## src/rtl/tcm_sram_port_ctrl.sv

```systemverilog
// Valid/ready request front-end for one port of the OpenRAM TCM macro.
// Registered accept stage plus a small in-order response FIFO.
module tcm_sram_port_ctrl #(
  parameter int          ADDR_WIDTH = 5,
  parameter int          DATA_WIDTH = 64,
  parameter int          NUM_WMASKS = 8,
  parameter logic [31:0] BASE_ADDR  = 32'h0000_0000,
  parameter int          TAG_WIDTH  = 4,
  parameter int          RESP_DEPTH = 3
) (
  input  logic                  clk_i,
  input  logic                  rst_ni,
  input  logic                  req_valid_i,
  output logic                  req_ready_o,
  input  logic [31:0]           req_addr_i,
  input  logic                  req_wr_i,
  input  logic [NUM_WMASKS-1:0] req_wstrb_i,
  input  logic [DATA_WIDTH-1:0] req_wdata_i,
  input  logic [TAG_WIDTH-1:0]  req_tag_i,
  output logic                  resp_valid_o,
  input  logic                  resp_ready_i,
  output logic [DATA_WIDTH-1:0] resp_data_o,
  output logic                  resp_wr_o,
  output logic                  resp_err_o,
  output logic [TAG_WIDTH-1:0]  resp_tag_o,
  output logic                  sram_csb_o,
  output logic                  sram_web_o,
  output logic [NUM_WMASKS-1:0] sram_wmask_o,
  output logic [ADDR_WIDTH-1:0] sram_addr_o,
  output logic [DATA_WIDTH-1:0] sram_din_o,
  input  logic [DATA_WIDTH-1:0] sram_dout_i
);

  localparam int RAM_DEPTH = 1 << ADDR_WIDTH;
  localparam int PTR_W     = $clog2(RESP_DEPTH);
  localparam int CNT_W     = $clog2(RESP_DEPTH + 1);
  localparam logic [PTR_W-1:0] PTR_LAST = PTR_W'(RESP_DEPTH - 1);
  localparam logic [CNT_W:0]   DEPTH_C  = (CNT_W + 1)'(RESP_DEPTH);

  logic                  r_live;
  logic                  r_inflight;
  logic [TAG_WIDTH-1:0]  r_stg_tag;
  logic                  r_stg_wr;
  logic                  r_stg_err;
  logic [ADDR_WIDTH-1:0] r_addr;
  logic [DATA_WIDTH-1:0] r_din;
  logic [PTR_W-1:0]      r_wptr;
  logic [PTR_W-1:0]      r_rptr;
  logic [CNT_W-1:0]      r_count;

  logic [DATA_WIDTH-1:0] r_fifo_data [RESP_DEPTH];
  logic [TAG_WIDTH-1:0]  r_fifo_tag  [RESP_DEPTH];
  logic                  r_fifo_wr   [RESP_DEPTH];
  logic                  r_fifo_err  [RESP_DEPTH];

  logic [31:0]           w_off;
  logic                  w_err;
  logic [ADDR_WIDTH-1:0] w_waddr;
  logic [CNT_W:0]        w_occ;
  logic                  w_ready;
  logic                  w_accept;
  logic                  w_access;
  logic                  w_push;
  logic                  w_pop;
  logic [DATA_WIDTH-1:0] w_push_data;
  logic [PTR_W-1:0]      w_wptr_nxt;
  logic [PTR_W-1:0]      w_rptr_nxt;

  // An offset below BASE_ADDR wraps to a huge value and lands in the range error.
  assign w_off   = req_addr_i - BASE_ADDR;
  assign w_err   = (w_off[2:0] != 3'b000) | (w_off[31:3] >= 29'(RAM_DEPTH));
  assign w_waddr = w_off[ADDR_WIDTH+2:3];

  // Reserving a slot for the stage entry guarantees every push finds room.
  assign w_occ    = {1'b0, r_count} + {{CNT_W{1'b0}}, r_inflight};
  assign w_ready  = r_live & (w_occ < DEPTH_C);
  assign w_accept = req_valid_i & w_ready;
  assign w_access = w_accept & ~w_err;

  assign req_ready_o = w_ready;

  always_comb begin
    sram_csb_o   = 1'b1;
    sram_web_o   = 1'b1;
    sram_wmask_o = '0;
    sram_addr_o  = r_addr;
    sram_din_o   = r_din;
    if (w_access) begin
      sram_csb_o   = 1'b0;
      sram_web_o   = ~req_wr_i;
      sram_wmask_o = req_wr_i ? req_wstrb_i : {NUM_WMASKS{1'b1}};
      sram_addr_o  = w_waddr;
      sram_din_o   = req_wdata_i;
    end
  end

  assign w_push      = r_inflight;
  assign w_pop       = (r_count != '0) & resp_ready_i;
  assign w_push_data = (~r_stg_wr & ~r_stg_err) ? sram_dout_i : '0;
  assign w_wptr_nxt  = (r_wptr == PTR_LAST) ? '0 : r_wptr + 1'b1;
  assign w_rptr_nxt  = (r_rptr == PTR_LAST) ? '0 : r_rptr + 1'b1;

  always_ff @(posedge clk_i or negedge rst_ni) begin
    if (!rst_ni) begin
      r_live     <= 1'b0;
      r_inflight <= 1'b0;
      r_stg_tag  <= '0;
      r_stg_wr   <= 1'b0;
      r_stg_err  <= 1'b0;
      r_addr     <= '0;
      r_din      <= '0;
      r_wptr     <= '0;
      r_rptr     <= '0;
      r_count    <= '0;
    end else begin
      r_live     <= 1'b1;
      r_inflight <= w_accept;
      if (w_accept) begin
        r_stg_tag <= req_tag_i;
        r_stg_wr  <= req_wr_i;
        r_stg_err <= w_err;
      end
      if (w_access) begin
        r_addr <= w_waddr;
        r_din  <= req_wdata_i;
      end
      if (w_push) r_wptr <= w_wptr_nxt;
      if (w_pop)  r_rptr <= w_rptr_nxt;
      if (w_push & ~w_pop)      r_count <= r_count + 1'b1;
      else if (~w_push & w_pop) r_count <= r_count - 1'b1;
    end
  end

  always_ff @(posedge clk_i or negedge rst_ni) begin
    if (!rst_ni) begin
      for (int i = 0; i < RESP_DEPTH; i++) begin
        r_fifo_data[i] <= '0;
        r_fifo_tag[i]  <= '0;
        r_fifo_wr[i]   <= 1'b0;
        r_fifo_err[i]  <= 1'b0;
      end
    end else if (w_push) begin
      r_fifo_data[r_wptr] <= w_push_data;
      r_fifo_tag[r_wptr]  <= r_stg_tag;
      r_fifo_wr[r_wptr]   <= r_stg_wr;
      r_fifo_err[r_wptr]  <= r_stg_err;
    end
  end

  assign resp_valid_o = (r_count != '0);
  assign resp_data_o  = r_fifo_data[r_rptr];
  assign resp_tag_o   = r_fifo_tag[r_rptr];
  assign resp_wr_o    = r_fifo_wr[r_rptr];
  assign resp_err_o   = r_fifo_err[r_rptr];

endmodule

```

## config.mk

```make
export PLATFORM = sky130hd
export DESIGN_NAME = tcm_sram_port_ctrl
export DESIGN_NICKNAME = d
export VERILOG_FILES = /design/src/rtl/tcm_sram_port_ctrl.sv
export SDC_FILE = /design/constraint.sdc
export NUM_CORES = 1
export LEC_CHECK = 0
export CAP_MARGIN = 15
export CORE_ASPECT_RATIO = 1.2
export CORE_MARGIN = 10
export CORE_UTILIZATION = 51
export CTS_BUF_LIST = sky130_fd_sc_hd__clkbuf_16
export DETAILED_ROUTE_END_ITERATION = 7
export GPL_TIMING_DRIVEN = 0
export PLACE_DENSITY_LB_ADDON = 0.15
export SLEW_MARGIN = 20
export SYNTH_ARGS = -nofsm -noshare
export SYNTH_HDL_FRONTEND = slang
export SYNTH_SLANG_ARGS = --single-unit
```

## constraint.sdc

```tcl
create_clock -name clk_i -period 9.97 [get_ports clk_i]
set_clock_uncertainty 0.2 [all_clocks]
set_input_delay 2.4925 -clock clk_i [delete_from_list [all_inputs] [get_ports clk_i]]
set_output_delay 2.4925 -clock clk_i [all_outputs]
set_load 0.02 [all_outputs]
```

After elaboration in Yosys (flattened, before gate mapping)
Index checks and enable logic that the tools add are counted.
{ "classes": {"addsub": 5, "magnitude_cmp": 5, "eq_ne": 2, "mux": 33, "bitwise": 16, "reduce_logical": 4} }
{ "op_table": {"columns": ["operator", "count"], "rows": [
  ["64-bit 2-to-1 mux", 5],
  ["192-bit bitwise mux", 1],
  ["64-bit binary-select mux with 2-bit select", 1],
  ["64-bit demux with 2-bit select", 1],
  ["29-bit by 6-bit >= comparator with 1-bit output, second input constant", 1],
  ["8-bit 2-to-1 mux", 2],
  ["12-bit bitwise mux", 1],
  ["4-bit 2-to-1 mux", 3],
  ["4-bit binary-select mux with 2-bit select", 1],
  ["4-bit demux with 2-bit select", 1],
  ["2-bit 2-to-1 mux", 4],
  ["1-bit bitwise AND", 7],
  ["1-bit 2-to-1 mux", 7],
  ["2-bit by 1-bit adder with 2-bit output, second input constant", 3],
  ["3-bit bitwise mux", 2],
  ["3-bit >= comparator, second input constant", 2],
  ["1-bit inverter", 6],
  ["2-bit inverter with 3-bit output", 2],
  ["5-bit 2-to-1 mux", 1],
  ["1-bit binary-select mux with 2-bit select", 2],
  ["2-bit equality test, second input constant", 2],
  ["2-bit nonzero test", 2],
  ["2-bit by 1-bit adder with 3-bit output", 1],
  ["3-bit by 1-bit less-than comparator with 1-bit output, second input constant", 1],
  ["6 further kinds", 6]
]} }
{ "totals": {"reg_bits": 293, "input_bits": 177, "out_inout_bits": 151} }

Depth between registers and ports, before layout
{ "logic_depth": {"word_depth": 6, "mapped_depth": 7, "depth_no_buf": 7} }

Worst setup path after synthesis
No wires, ideal clock.
{ "synth_timing": {"kind": "input to output", "startpoint": "input req_addr_i[28]", "endpoint": "output sram_wmask_o[0]", "t_arrival_ps": 4206, "required_time_ps": 7278, "path_slack_ps": 3071, "cell_stages": 4, "n_path_buf": 0, "path_cell_list": "or4b_2 -> nor4_1 -> clkinv_1 -> a21oi_1"} }
{ "synth_between": {"elab_chain_cells": 5} }
{ "synth_lines": {"columns": ["item", "line", "rtl"], "rows": [
  ["from (decl)", "15", "input logic [31:0] req_addr_i,"],
  ["29-bit by 6-bit >= comparator with 1-bit output", "71", "assign w_err = (w_off[2:0] != 3'b000) | (w_off[31:3] >= 29'(RAM_DEPTH));"],
  ["1-bit OR", "71", null],
  ["1-bit inverter", "78", "assign w_access = w_accept & ~w_err;"],
  ["1-bit bitwise AND", "78", null],
  ["8-bit 2-to-1 mux", "88", "if (w_access) begin"],
  ["to (decl)", "28", "output logic [NUM_WMASKS-1:0] sram_wmask_o,"]
]} }
Every way passes these cells.

Worst setup path after layout
{ "layout_timing": {"startpoint": "input req_addr_i[10]", "endpoint": "output sram_din_o[45]"} }
{ "layout_between": {"elab_chain_cells": 5} }
{ "layout_lines": {"columns": ["item", "line", "rtl"], "rows": [
  ["29-bit by 6-bit >= comparator with 1-bit output", "71", null],
  ["1-bit OR", "71", null],
  ["1-bit inverter", "78", null],
  ["1-bit bitwise AND", "78", null],
  ["64-bit 2-to-1 mux", "88", null],
  ["to (decl)", "30", "output logic [DATA_WIDTH-1:0] sram_din_o,"]
]} }
Every way passes these cells.

==> flow_summary_export.csv <==
group,metric,value,unit
global_route,antenna_found_initial,3,
synth,synth.area.top_cells,"dfrtp_1 58%, o21ai_0 10%, nand2_1 9.8%",
synth,ys_top_cells_by_count,"330 x nand2_1, 293 x dfrtp_1, 264 x o21ai_0, 70 x mux2i_1, 69 x mux2_4",
outcome,status,"finished, final reports clean",
sta,timing.final.hold_violations,0,
route,wl_per_cell,21.0,microns
synth,synth-seq-area-share,58.3,%
sta,rsz0062_at_grt,"false",
critical_path,cpMaxStageDelayCell,"nor4_4",
sta,tightest_slew,822,ps
clock_tree,post_cts_buffers,0,
cells_and_area,nFillCells,1830,
critical_path,reg2reg_from,"r_inflight$_DFF_PN0_",
critical_path,cp_top_family,"simple AND/OR/NAND/NOR gates",
sta,period_minus_slack,8320,ps
synth,synth_compound_area_share,10.9,%
clock_tree,cts.clk_slew.worst_paths,60,ps
sta,tns,0,ps
route,dr.first_iter.drc_count,737,
min_path,holdPathEnd,"r_fifo_data[83]$_DFFE_PN0P_",
sta,fmax,120,MHz
synth,ys_ff_latch,293,
clock_tree,postCtsHoldBufs,0,
synth,synth_ff_type,"dfrtp_1",
critical_path,r2r_cells,7,
synth,synth_area,12600,sq um
synth,synth_edf_count,0,
route,drc_errors,0,
clock_tree,cts_sinks,293,
min_path,hold_path.class,"reg2reg",
run,max-cap-violations,0,
critical_path,critPathKind,"in2out",
cells_and_area,fin_util,71.4,%
die,dieWidth,163,microns
route,firstDrtPassIters,5,
sta,fin_crit_sh,83.4,%
critical_path,reg2reg_slack,6910,ps
critical_path,arrival,5630,ps
sta,drv_slew,0,
min_path,hold_start,"r_fifo_data[83]$_DFFE_PN0P_",
synth,synth_mux_area_share,15.9,%
cells_and_area,area_growth,36.9,%
place,place_congestion,0.840,
global_route,grt_max_degree,98,
sta,slew-limit-headroom,45.2,%
die,core-area,24100,sq um
critical_path,path_max_fanout,10,
place,port_buffers,326,
clock_tree,post_cts_resize_count,0,
synth,synth_fa_ha_area_share,0.298,%
synth,postSynthNetCount,1362,
cells_and_area,fin_cells,1884,
clock_tree,cts_root_buffer,"clkbuf_16",
critical_path,crit_path_frequent_cell,"clkdlybuf4s50_1",
global_route,grt_usage,24.4,%
clock_tree,htreeDepth,1,
global_route,grt.overflow.total,0,
route,drt_wl_total,39600,microns
power,vdd_drop_max,0.174,mV
route,via_per_inst,5.35,
synth,async_flop_share,100,%
clock_tree,clock_path_buffers,3,
sta,finalSetupViolCount,0,
synth,yosysWarnings,0,
route,vias,10100,
clock_tree,cts_buffers,28,
die,io_pins,328,
sta,whs,278,ps
power,p_per_area,234,nW/um^2
place,placedInstanceArea,16300,sq um
power,p_leak,7.41,nW
synth,syn_inst,1182,
critical_path,endpoint_kind,"output pin",
cells_and_area,nNetsFinal,1721,
synth,synth_simple_gate_area_share,11.2,%
die,std_cell_rows,62,
synth,synth_area_leader_cell,"dfrtp_1",
cells_and_area,seq_area,7330,sq um
synth,synth_xor_area_share,0.209,%
critical_path,path_depth,7,
place,hpwl,29100,microns
critical_path,start_kind,"input port",
synth,postSynthAreaPerCell,10.6,sq um
cells_and_area,multi_input_area,4850,sq um
place,dp_cells,1831,
global_route,grt_pass1_vias,10400,
global_route,grt_pass1_wl,60600,microns
clock_tree,clk_latency,550,ps
critical_path,slowest_delay,670,ps
synth,synth_top_family_by_area,"multiplexers",
die,start_util,52.2,%
cells_and_area,final_layout_size_suffix_gt1_share,9.35,%
route,antenna_left,0,
synth,synth.most_common_cell,"nand2_1",
critical_path,path_cells,"clkdlybuf4s50_1 -> nor4_1 -> nand4_1 -> nor4_4 -> buf_6 -> mux2_4 -> clkdlybuf4s50_1",
critical_path,reg2reg_to,"r_din[45]$_DFF_PN0_",
die,fp.dieH,192,microns
die,dieArea,31400,sq um
critical_path,crit_buf_inv,3,
synth,synth_top_area_share,58.3,%
critical_path,cp.required,7280,ps
clock_tree,cts_tree,"built",
synth,yosysUniqueCellTypes,30,
min_path,hold_depth,2,
cells_and_area,fin_area,17200,sq um
## cell families (layout without fill, tap and decap cells)
family / after synthesis / count (layout)
AO/OA/AOI/OAI: 273 / 273
XOR/XNOR: 3 / 3
adder cells (fa/ha/maj): 3 / 3
buffers and inverters: 93 / 473
flip-flops: 293 / 293
multiplexers: 163 / 163
other: 1 / 3
AND/OR/NAND/NOR: 353 / 353
## layout make-up
cell class                      count  share of cell area [%]
Timing Repair Buffer              329                    19.4
Clock buffer                       29                    4.21
Clock inverter                     22                   0.958
Sequential cell                   293                    42.5
Tap cell                          320                    2.32
Buffer                             80                    2.05
Inverter                           13                   0.283
Antenna cell                        2                  0.0290
Multi-Input combinational cell    796                    28.2
## worst max-delay path by stage
stage	start	slack, ps	end
floorplan	req_addr_i[28]	3070	sram_wmask_o[0]
global placement	rst_ni	-6170	r_fifo_data[69]$_DFFE_PN0P_
detailed placement	req_addr_i[10]	1600	sram_din_o[42]
CTS	req_addr_i[10]	1580	sram_din_o[42]
global route	req_addr_i[10]	1520	sram_din_o[45]
finish	req_addr_i[10]	1650	sram_din_o[45]
## placed cells by master, fill, tap and decap left out, drive strengths merged, types with 3 or more instances in the layout
master,instances
nand2,330
dfrtp,293
a21oi,8
clkinv,12
ha,3
clkdlybuf4s50,325
mux2i,70
nor2,4
inv,20
bufinv,3
buf,16
nor4,8
o21ai,264
clkbuf,97
mux2,93
nand3,3
## sequential cells by signal (all words and copies together) (netlist names)
name and flops:
r_fifo_wr 3, r_count 2, r_inflight 1, r_fifo_tag 12, r_fifo_data 192, r_din 64
r_fifo_err 3, r_stg_tag 4, r_live 1, r_wptr 2, r_addr 5, r_stg_wr 1
r_stg_err 1, r_rptr 2
## per-layer routing
layer / track usage, % / vias up / part of all wire, %
li1: - / 4703 / -
met1: 29.6 / 4952 / 40
met2: 41.9 / 363 / 50
met3: 6.55 / 55 / 8.0
met4: 6.81 / 2 / 2.6
met5: 0 / - / 0.045
## power by group
group / switching [mW] / internal, mW
Combinational: 0.787 / 0.557
Sequential: 0.160 / 1.49
Clock: 0.441 / 0.598
Total: 1.39 / 2.64
## per-stage QoR
stage,total power [mW],worst slack [ps]
5_1_grt,4.26,1520
6_report,4.03,1650
4_1_cts,4.06,1580
2_1_floorplan,2.38,3070
3_5_place_dp,3.02,1600
3_3_place_gp,2.98,-6170
## worst reg2reg max path, cell delays in order, from the launching register on
cell and delay, ps:
dfrtp_1 450, ha_1 230, ha_1 260, nand2_1 150, nand4b_1 320, nor4_4 720
buf_6 280, mux2_4 330
Power figures use the tool's default switching activity.
